--- src/rtl/clk_div_ctrl_pkg.sv ---
// Shared definitions for the clock-divider configuration front-end.
// Holds the controller state encoding, the default ratio width and the
// ratio driven out of reset (also used by the divider bench).
package clk_div_ctrl_pkg;

  // Width of the divider's ratio input.
  localparam int unsigned CLK_DIV_RATIO_W = 8;

  // Ratio presented to the divider out of reset; 1 means bypass.
  localparam int unsigned CLK_DIV_RESET_RATIO = 1;

  // Ratio-switch sequence: gate off, drain, load ratio, settle, re-enable.
  typedef enum logic [1:0] {
    ST_IDLE   = 2'd0,
    ST_DRAIN  = 2'd1,
    ST_LOAD   = 2'd2,
    ST_SETTLE = 2'd3
  } ctrl_state_t;

endpackage

--- src/rtl/clk_div_ctrl_timer.sv ---
// Loadable down-counter used for the drain and settle intervals.
// Latency: value updates on the edge after load/dec; zero is combinational from value.
// Backpressure: none; the caller decides when to load and when to count.
// Ports: clk/rst (async active-high), load (reload LOAD_VAL, wins over dec),
//        dec (count down by one), value (current count), zero (value == 0).
module clk_div_ctrl_timer
  import clk_div_ctrl_pkg::*;
#(
  parameter int unsigned CNT_W    = 3,
  parameter int unsigned LOAD_VAL = 3
) (
  input  logic             clk,
  input  logic             rst,
  input  logic             load,
  input  logic             dec,
  output logic [CNT_W-1:0] value,
  output logic             zero
);

  always_ff @(posedge clk or posedge rst) begin
    if (rst) begin
      value <= '0;
    end else if (load) begin
      value <= CNT_W'(LOAD_VAL);
    end else if (dec) begin
      value <= value - CNT_W'(1);
    end
  end

  assign zero = (value == '0);

endmodule

--- src/rtl/clk_div_ctrl.sv ---
// Configuration front-end owning the clock divider's ratio and enable pins.
// Latency: fast path 1 cycle; switch path 2*SETTLE_CYCLES+1 cycles (macro defined).
// Backpressure: o_cfg_ready drops for the whole switch sequence; tied high otherwise.
// Ports: i_ref_clk/i_rst (async active-high); i_cfg_valid/o_cfg_ready handshake
//        carrying i_cfg_ratio/i_cfg_enable; o_div_ratio/o_clk_en to the divider;
//        o_busy (switch in progress); o_cfg_err (one-cycle pulse, ratio 0 accepted).
// Build option: CLK_DIV_CTRL_SAFE_SWITCH_EN enables the gated ratio-switch sequence;
//        without it every accept updates ratio and enable together.
module clk_div_ctrl
  import clk_div_ctrl_pkg::*;
#(
  parameter int unsigned RATIO_W       = CLK_DIV_RATIO_W,
  parameter int unsigned SETTLE_CYCLES = 4,
  parameter int unsigned RESET_RATIO   = CLK_DIV_RESET_RATIO
) (
  input  logic               i_ref_clk,
  input  logic               i_rst,
  input  logic               i_cfg_valid,
  output logic               o_cfg_ready,
  input  logic [RATIO_W-1:0] i_cfg_ratio,
  input  logic               i_cfg_enable,
  output logic [RATIO_W-1:0] o_div_ratio,
  output logic               o_clk_en,
  output logic               o_busy,
  output logic               o_cfg_err
);

  localparam logic [RATIO_W-1:0] RST_RATIO = RATIO_W'(RESET_RATIO);

  logic               accept;
  logic               ratio_zero;
  logic [RATIO_W-1:0] norm_ratio;

  assign accept     = i_cfg_valid && o_cfg_ready;
  assign ratio_zero = (i_cfg_ratio == '0);
  // A zero ratio is meaningless to the divider; run it as bypass instead.
  assign norm_ratio = ratio_zero ? RATIO_W'(1) : i_cfg_ratio;

  always_ff @(posedge i_ref_clk or posedge i_rst) begin
    if (i_rst) begin
      o_cfg_err <= 1'b0;
    end else begin
      o_cfg_err <= accept && ratio_zero;
    end
  end

`ifdef CLK_DIV_CTRL_SAFE_SWITCH_EN

  localparam int unsigned CNT_W = $clog2(SETTLE_CYCLES + 1);

  ctrl_state_t        state;
  logic [RATIO_W-1:0] shadow_ratio;
  logic               shadow_en;
  logic               fast_path;
  logic               tmr_load;
  logic               tmr_dec;
  logic               tmr_zero;
  logic [CNT_W-1:0]   tmr_value;

  // Same ratio as already applied: only the enable changes, no need to gate.
  assign fast_path = (norm_ratio == o_div_ratio);

  // The counter is armed on entry to DRAIN and on LOAD (entry to SETTLE),
  // and counts down while waiting; it holds at zero on the exit cycle.
  always_comb begin
    tmr_load = 1'b0;
    tmr_dec  = 1'b0;
    case (state)
      ST_IDLE:             tmr_load = accept && !fast_path;
      ST_LOAD:             tmr_load = 1'b1;
      ST_DRAIN, ST_SETTLE: tmr_dec  = (tmr_value != '0);
      default:             ;
    endcase
  end

  clk_div_ctrl_timer #(
    .CNT_W    (CNT_W),
    .LOAD_VAL (SETTLE_CYCLES - 1)
  ) u_timer (
    .clk   (i_ref_clk),
    .rst   (i_rst),
    .load  (tmr_load),
    .dec   (tmr_dec),
    .value (tmr_value),
    .zero  (tmr_zero)
  );

  always_ff @(posedge i_ref_clk or posedge i_rst) begin
    if (i_rst) begin
      state        <= ST_IDLE;
      o_div_ratio  <= RST_RATIO;
      o_clk_en     <= 1'b0;
      o_cfg_ready  <= 1'b1;
      o_busy       <= 1'b0;
      shadow_ratio <= '0;
      shadow_en    <= 1'b0;
    end else begin
      case (state)
        ST_IDLE: begin
          if (accept) begin
            shadow_ratio <= norm_ratio;
            shadow_en    <= i_cfg_enable;
            if (fast_path) begin
              o_clk_en <= i_cfg_enable;
            end else begin
              o_clk_en    <= 1'b0;
              o_cfg_ready <= 1'b0;
              o_busy      <= 1'b1;
              state       <= ST_DRAIN;
            end
          end
        end
        ST_DRAIN: begin
          if (tmr_zero) begin
            state <= ST_LOAD;
          end
        end
        ST_LOAD: begin
          o_div_ratio <= shadow_ratio;
          state       <= ST_SETTLE;
        end
        ST_SETTLE: begin
          if (tmr_zero) begin
            o_clk_en    <= shadow_en;
            o_cfg_ready <= 1'b1;
            o_busy      <= 1'b0;
            state       <= ST_IDLE;
          end
        end
        default: state <= ST_IDLE;
      endcase
    end
  end

`else

  // Always ready; an out-of-range SETTLE_CYCLES holds ready low so a
  // misconfigured build is visibly dead rather than subtly wrong.
  assign o_cfg_ready = (SETTLE_CYCLES >= 1);
  assign o_busy      = 1'b0;

  always_ff @(posedge i_ref_clk or posedge i_rst) begin
    if (i_rst) begin
      o_div_ratio <= RST_RATIO;
      o_clk_en    <= 1'b0;
    end else if (accept) begin
      o_div_ratio <= norm_ratio;
      o_clk_en    <= i_cfg_enable;
    end
  end

`endif

endmodule

--- config.mk ---
export PLATFORM = sky130hd
export DESIGN_NAME = clk_div_ctrl
export DESIGN_NICKNAME = d
export VERILOG_FILES = /design/src/rtl/clk_div_ctrl_pkg.sv /design/src/rtl/clk_div_ctrl_timer.sv /design/src/rtl/clk_div_ctrl.sv
export SDC_FILE = /design/constraint.sdc
export NUM_CORES = 1
export LEC_CHECK = 0
export ABC_AREA = 0
export CORE_AREA = 2 2 39 41
export DETAILED_ROUTE_END_ITERATION = 10
export DIE_AREA = 0 0 41 43
export PLACE_DENSITY = 0.69
export SETUP_SLACK_MARGIN = 0.05
export SYNTH_ARGS = -nofsm -noshare
export SYNTH_HDL_FRONTEND = slang
export SYNTH_HIERARCHICAL = 1
export SYNTH_SLANG_ARGS = --single-unit
--- constraint.sdc ---
create_clock -name i_ref_clk -period 1.4 [get_ports i_ref_clk]
set_input_delay 0.14 -clock i_ref_clk [delete_from_list [all_inputs] [get_ports i_ref_clk]]
set_output_delay 0.14 -clock i_ref_clk [all_outputs]
set_load 0.05 [all_outputs]
* Word level (Yosys, flattened, before mapping)
Index checks and enable logic that the tools add are counted.
W data, S select, Z words.
** Storage, ports and cells
- Register bits after elaboration :: 10
- Output and inout port bits :: 12
- Logic and storage cells :: 6
- Input port bits :: 12
** Operators by class
- Mux-type cells :: 1
- Reductions and logical operators :: 2
** Operator list (number)
- $logic_not A8 Y1 :: 1
- $mux W8 :: 1
- $logic_and A1 B1 Y1 :: 1

* Logic depth before layout (Yosys ltp)
Gate-level depths: netlist of run 1.
- Word-level depth :: 2
- Depth in mapped cells :: 3
- Depth with buffers taken out :: 2

* Worst setup path after synthesis of run 1
OpenSTA, ideal clock, no wires.
- Kind :: register to register
- From :: register o_clk_en (netlist name)
- To :: register o_clk_en
- Period minus slack after synthesis :: 0.988 ns
- Slack :: 0.412 ns
- Data required time :: 1.275 ns
- Stages on the path, launching flop included :: 2
- Setup time :: 0.125 ns
- Arrival time :: 0.863 ns
- Cell sequence :: dfrtp_1 mux2_2
** RTL lines
- end signal: assignment :: RTL line clk_div_ctrl.sv:148 : o_clk_en <= i_cfg_enable;
- end: declaration :: RTL line clk_div_ctrl.sv:23 : output logic o_clk_en,

* Final worst setup path of run 1
- From :: register o_div_ratio[0]
- To :: output port o_div_ratio[0]
** RTL lines
- start: declaration :: RTL line clk_div_ctrl.sv:22 : output logic [RATIO_W-1:0] o_div_ratio,
- start signal: assignment :: RTL line clk_div_ctrl.sv:147 : o_div_ratio <= norm_ratio;
No word-level cell between the ends.

==> flow_summary.json, run 1 <==
{
  "status": "complete, no violations",
  "synthMostInstantiatedCell": "dfrtp_1",
  "crit_path_end_kind": "output pin",
  "slew_violations": 0,
  "final_core_util_pct": 49.3,
  "layoutNonFillerInstCount": 71,
  "grt_max_degree": 11,
  "wl_um": 850,
  "synth-simple-area-share_pct": 8.70,
  "path_class": "reg2out",
  "antenna_found_initial": 0,
  "antenna_left": 0,
  "num-nets-final": 68,
  "leakage_nw": 0.305,
  "p_sw_share_pct": 31.1,
  "synth_cell_type_count": 12,
  "max_freq_mhz": 915,
  "vias": 318,
  "busiest_layer": "met1",
  "coreArea_mm2": 0.00138,
  "dpl.hpwl_um": 673,
  "grt.total_usage_pct": 12.2,
  "grt_overflow": 0,
  "hold_class": "in2async",
  "syn_area_per_cell_um2": 14.4,
  "p_seq_share_pct": 39.9,
  "finalHoldViolCount": 0,
  "die_width_um": 41,
  "max-cap-violations": 0,
  "setup_violations": 0,
  "period_share_pct": 78.0,
  "numClockSinks": 10,
  "clkPwrFrac_pct": 31.0,
  "synth_seq_cells": 10,
  "drc": 0,
  "synthArstFlopShare_pct": 100,
  "clk_latency_ns": 0.26,
  "cts_hold_buf": 0,
  "cts_buffers": 3,
  "dp.cells": 67,
  "cts.repair.resized": 0,
  "pre_cts_slack_ns": 0.0386,
  "synth_compound_gate_area_share_pct": 1.16,
  "synthCells": 30,
  "ys_seq_area_share_pct": 58.3,
  "fillers": 133,
  "slowest_delay_ns": 0.55,
  "root_buffer": "clkbuf_4",
  "seqCellArea_um2": 251,
  "p_switching_mw": 0.259,
  "place_congestion": 0.693,
  "area_growth_pct": 58.0,
  "htreeDepth": 1,
  "fin_tns_setup_ns": 0,
  "initial_utilization_pct": 31.2,
  "wire_per_inst_um": 12.0,
  "clock_path_buffers": 2,
  "antennaDiodeCount": 0,
  "path_buf_inv": 1,
  "cts_setup_buffers": 0,
  "grt_pass1_vias": 306,
  "vdd_drop_max_uv": 684,
  "synth.yosys.warnings": 6,
  "drt_first_pass_iters": 2,
  "path_max_fanout": 2,
  "syn_area_um2": 432,
  "die_area_mm2": 0.00176,
  "drive_gt1_share_pct": 49.1,
  "clk_pin_slew_ns": 0.07,
  "drt_iter0_markers": 6,
  "die_height_um": 43,
  "yosysTopAreaCellShare_pct": 52.2,
  "fin_ws_ns": 0.307,
  "critPathTopFamily": "flip-flops",
  "critPathSlowestCell": "dfstp_2",
  "p_int_mw": 0.573,
  "use_met3_pct": 5.24,
  "synth-adder-area-share_pct": 0,
  "synth_xor_area_share_pct": 0,
  "p_comb_share_pct": 29.0,
  "setup.worst_path.start_class": "register",
  "synth_top_family_by_area": "multiplexers",
  "synth.area.mux_share_pct": 23.2,
  "met1_usage_pct": 15.9,
  "gr-usage-met2_pct": 15.0,
  "io_buffers": 21,
  "syn_nets": 42,
  "synthTopCellsByArea": "dfrtp_1, mux2_2, dfstp_2",
  "powerDensity_mw_per_mm2": 1220,
  "grt_pass1_wl_um": 1350,
  "multi_input_area_um2": 150,
  "synth_ff_type": "dfrtp_1",
  "rsz0062_at_grt": "no",
  "row_count": 14,
  "via_per_inst": 4.48,
  "synth_edf_count": 0,
  "io_pins": 24,
  "fin_skew_ns": 0,
  "cts_tree": "done",
  "crit_required_ns": 1.26,
  "arrival_ns": 0.95,
  "yosysTopAreaCell": "dfrtp_1",
  "fin_crit_ns": 1.09,
  "synth_common_cells": "dfrtp_1, mux2_2, buf_4, conb_1, or4b_1",
  "path_cells": "buf_12"
}
[final timing paths]
check | startpoint | end | slack (ns) | cells past startpoint
max | o_div_ratio[0] | o_div_ratio[0] | 0.31 | 1
min | i_rst | o_div_ratio[6] | 0.14 | 2
max reg2reg | o_div_ratio[0] | o_div_ratio[0] | 0.64 | 2
min reg2reg | o_div_ratio[5] | o_div_ratio[5] | 0.51 | 1
max in group asynchronous | i_rst | o_div_ratio[0] | 0.96 | 2
min in group i_ref_clk | i_cfg_enable | o_clk_en | 0.49 | 2
[flip-flops by register name (all words and copies together), names as in the netlist]
signal       cells
o_clk_en         1
o_cfg_err        1
o_div_ratio      8
[cell families (layout without fill, tap and decap cells)]
| kind of cell | count (synthesis) | after routing |
|---|---|---|
| flops | 10 | 10 |
| mux | 9 | 9 |
| other cells | 2 | 2 |
| simple gates | 4 | 4 |
| compound gates | 1 | 1 |
| buf+inv | 4 | 29 |
[stage by stage]
step / power (mW) / hold slack (ns) / cell area, um^2
floorplan: 0.486 / -0.0205 / 432
global placement: 0.581 / 0.438 / 646
detailed placement: 0.582 / 0.444 / 646
CTS: 0.850 / 0.148 / 682
global route: 0.873 / 0.185 / 682
finish: 0.832 / 0.139 / 682
[per-layer routing]
metal  wire length (um)  vias up
met5                  0        -
met4                 21        0
met3                104        2
met2                347       24
met1                376      142
li1                   -      150
[power by group through the flow]
stage | Sequential, mW | Clock (mW) | Combinational (mW)
2_1_floorplan | 0.429 | 0 | 0.0569
3_3_place_gp | 0.338 | 0 | 0.243
3_5_place_dp | 0.338 | 0 | 0.244
4_1_cts | 0.333 | 0.273 | 0.245
5_1_grt | 0.336 | 0.282 | 0.254
6_report | 0.332 | 0.258 | 0.242
[cells in the final DEF, fill, tap and decap left out]
cell,count
buf_12,1
dfstp_2,1
or4_1,1
o21ai_1,1
mux2i_1,1
clkbuf_4,3
clkdlybuf4s50_1,11
or4b_1,2
mux2_2,8
nor3_2,1
buf_4,12
conb_1,2
inv_1,1
clkbuf_8,1
dfrtp_1,9
[layout make-up]
cell class	count	area share, %
clock buffer	4	5.32
inverter	1	0.550
multi-input combinational	16	22.0
sequential	10	36.9
tap	16	2.94
timing repair buffer	24	32.3
(Power assumes the default switching activity.)
==> inputs of run 2 (changes only) <==
--- a/config.mk
+++ b/config.mk
@@ -6,10 +6,10 @@
 export NUM_CORES = 1
 export LEC_CHECK = 0
 export ABC_AREA = 0
-export CORE_AREA = 2 2 39 41
+export CORE_MARGIN = 2
+export CORE_UTILIZATION = 32
 export DETAILED_ROUTE_END_ITERATION = 10
-export DIE_AREA = 0 0 41 43
-export PLACE_DENSITY = 0.69
+export PLACE_DENSITY = 0.71
 export SETUP_SLACK_MARGIN = 0.05
 export SYNTH_ARGS = -nofsm -noshare
 export SYNTH_HDL_FRONTEND = slang
==> constraint.sdc (replaced) <==
create_clock -name i_ref_clk -period 0.9 [get_ports i_ref_clk]
set_input_delay 0.09 -clock i_ref_clk [delete_from_list [all_inputs] [get_ports i_ref_clk]]
set_output_delay 0.09 -clock i_ref_clk [all_outputs]
set_load 0.05 [all_outputs]
==> run 2 against run 1 <==
- the run now ends with setup timing left
- setup slack got worse by 0.44 ns
- via count down 0.31%
- clock-buffer cell count unchanged
- critical path type unchanged
- combinational power rose by 90%
- highest routed layer is now met3
- worst hold slack got worse by 0.042 ns
- critical path depth unchanged
- clock skew stayed put
- global-route usage rose by 0.96 points
==> flow_summary.json, run 2 (synthesized netlist as in run 1, its figures left out) <==
{
  "grt_overflow": 0,
  "layout_commonest_cell": "buf_12",
  "vdd_drop_max_uv": 840,
  "slew_violations": 0,
  "powerDensity_mw_per_mm2": 1660,
  "dpl.hpwl_um": 685,
  "period_share_pct": 115,
  "num-nets-final": 68,
  "antenna_left": 0,
  "max_freq_mhz": 965,
  "htreeDepth": 1,
  "crit_path_end_kind": "output pin",
  "row_count": 13,
  "reg2reg_from": "o_div_ratio[1]",
  "crit_required_ns": 0.81,
  "numClockSinks": 10,
  "rsz0062_at_grt": "yes",
  "fin_crit_ns": 1.04,
  "drc": 0,
  "area_growth_pct": 84.3,
  "path_cells": "buf_12",
  "reg_top3": "o_div_ratio (8), o_cfg_err (1), o_clk_en (1)",
  "vias": 317,
  "drive_gt1_share_pct": 67.3,
  "path_buf_inv": 1,
  "place_congestion": 0.637,
  "clk_pin_slew_ns": 0.06,
  "largest_register_ff_count": 8,
  "status": "finished, violations left",
  "rrSetupSlack_ns": 0.10,
  "critPathSlowestCell": "dfstp_2",
  "pre_cts_slack_ns": -0.400,
  "io_pins": 24,
  "cts_setup_buffers": 0,
  "die_width_um": 40.7,
  "fin_ws_ns": -0.136,
  "hold_class": "in2async",
  "grt_pass1_wl_um": 1410,
  "hold_slack_ns": 0.0970,
  "antenna_found_initial": 0,
  "via_per_inst": 4.53,
  "wl_um": 843,
  "setup.worst_path.start_class": "register",
  "final_cell_area_um2": 796,
  "final_core_util_pct": 61.9,
  "top_register": "o_div_ratio",
  "clk_latency_ns": 0.26,
  "slowest_delay_ns": 0.55,
  "setup_violations": 9,
  "coreArea_mm2": 0.00128,
  "path_class": "reg2out",
  "cts_tree": "done",
  "die_area_mm2": 0.00166,
  "grt.total_usage_pct": 13.2,
  "grt_pass1_vias": 314,
  "die_height_um": 40.7,
  "initial_utilization_pct": 33.6,
  "path_max_fanout": 2,
  "grt_max_degree": 11,
  "violations": "setup timing",
  "finalHoldViolCount": 0,
  "layout_common_cells": "buf_12, mux2_2, dfrtp_2",
  "drt_first_pass_iters": 2,
  "reg2reg_to": "o_div_ratio[1]",
  "fin_skew_ns": 0,
  "io_buffers": 21,
  "max-cap-violations": 0,
  "wire_per_inst_um": 12.0,
  "critPathTopFamily": "flip-flops",
  "leakage_nw": 0.346,
  "reg2reg_depth": 1,
  "drt_iter0_markers": 7,
  "cts_buffers": 3,
  "root_buffer": "clkbuf_4",
  "arrival_ns": 0.95,
  "clock_path_buffers": 2,
  "place_area_um2": 771,
  "antennaDiodeCount": 0
}
run 2: metrics by stage:
stage / setup TNS [ns] / power [mW] / std cells
2_1_floorplan: -0.0324 / 0.765 / 30
4_1_cts: -0.402 / 1.34 / 70
3_5_place_dp: -3.32 / 1.03 / 66
5_1_grt: -0.594 / 1.39 / 70
6_report: -0.312 / 1.32 / 70
3_3_place_gp: -3.30 / 1.02 / 66
run 2: how the worst max path moves through the flow:
stage	startpoint	depth (start not counted)	slack, ns	end
5_1_grt	o_div_ratio[0]	1	-0.17	o_div_ratio[0]
4_1_cts	o_div_ratio[0]	1	-0.15	o_div_ratio[0]
3_3_place_gp	i_cfg_ratio[6]	3	-0.38	o_cfg_err
3_5_place_dp	i_cfg_ratio[7]	3	-0.40	o_cfg_err
2_1_floorplan	o_div_ratio[0]	2	-0.01	o_div_ratio[0]
6_report	o_div_ratio[0]	1	-0.14	o_div_ratio[0]
run 2: power by group:
group / switching (mW) / total, mW / internal [mW] / leakage (nW)
sequential: 0.0424 / 0.544 / 0.501 / 0.110
clock: 0.144 / 0.315 / 0.171 / 0.0150
combinational: 0.227 / 0.460 / 0.233 / 0.221
run 2: area by class of cell:
cell class	count	area, um^2
multi-input cells	16	161
repair buffers	24	324
flip-flops and latches	10	262
inverters	1	3.75
well taps	15	18.8
fillers	106	489
clock buffers	4	26.3
run 2: layer usage:
layer | wire length [um] | track usage [%] | share of wire, % | up-vias
li1 | - | - | - | 148
met3 | 99 | 5.43 | 12 | 0
met4 | 0 | 7.50 | 0 | 0
met2 | 362 | 20.2 | 43 | 18
met1 | 381 | 15.5 | 45 | 151
met5 | 0 | 0 | 0 | -
run 2: repair_timing:
action | CTS | global route
pin swaps | 4 | 2
endpoints found under the setup margin | 20 | 11
resized for setup | 12 | 1
hold buffers | 0 | 0
hold endpoints to repair | 0 | 0
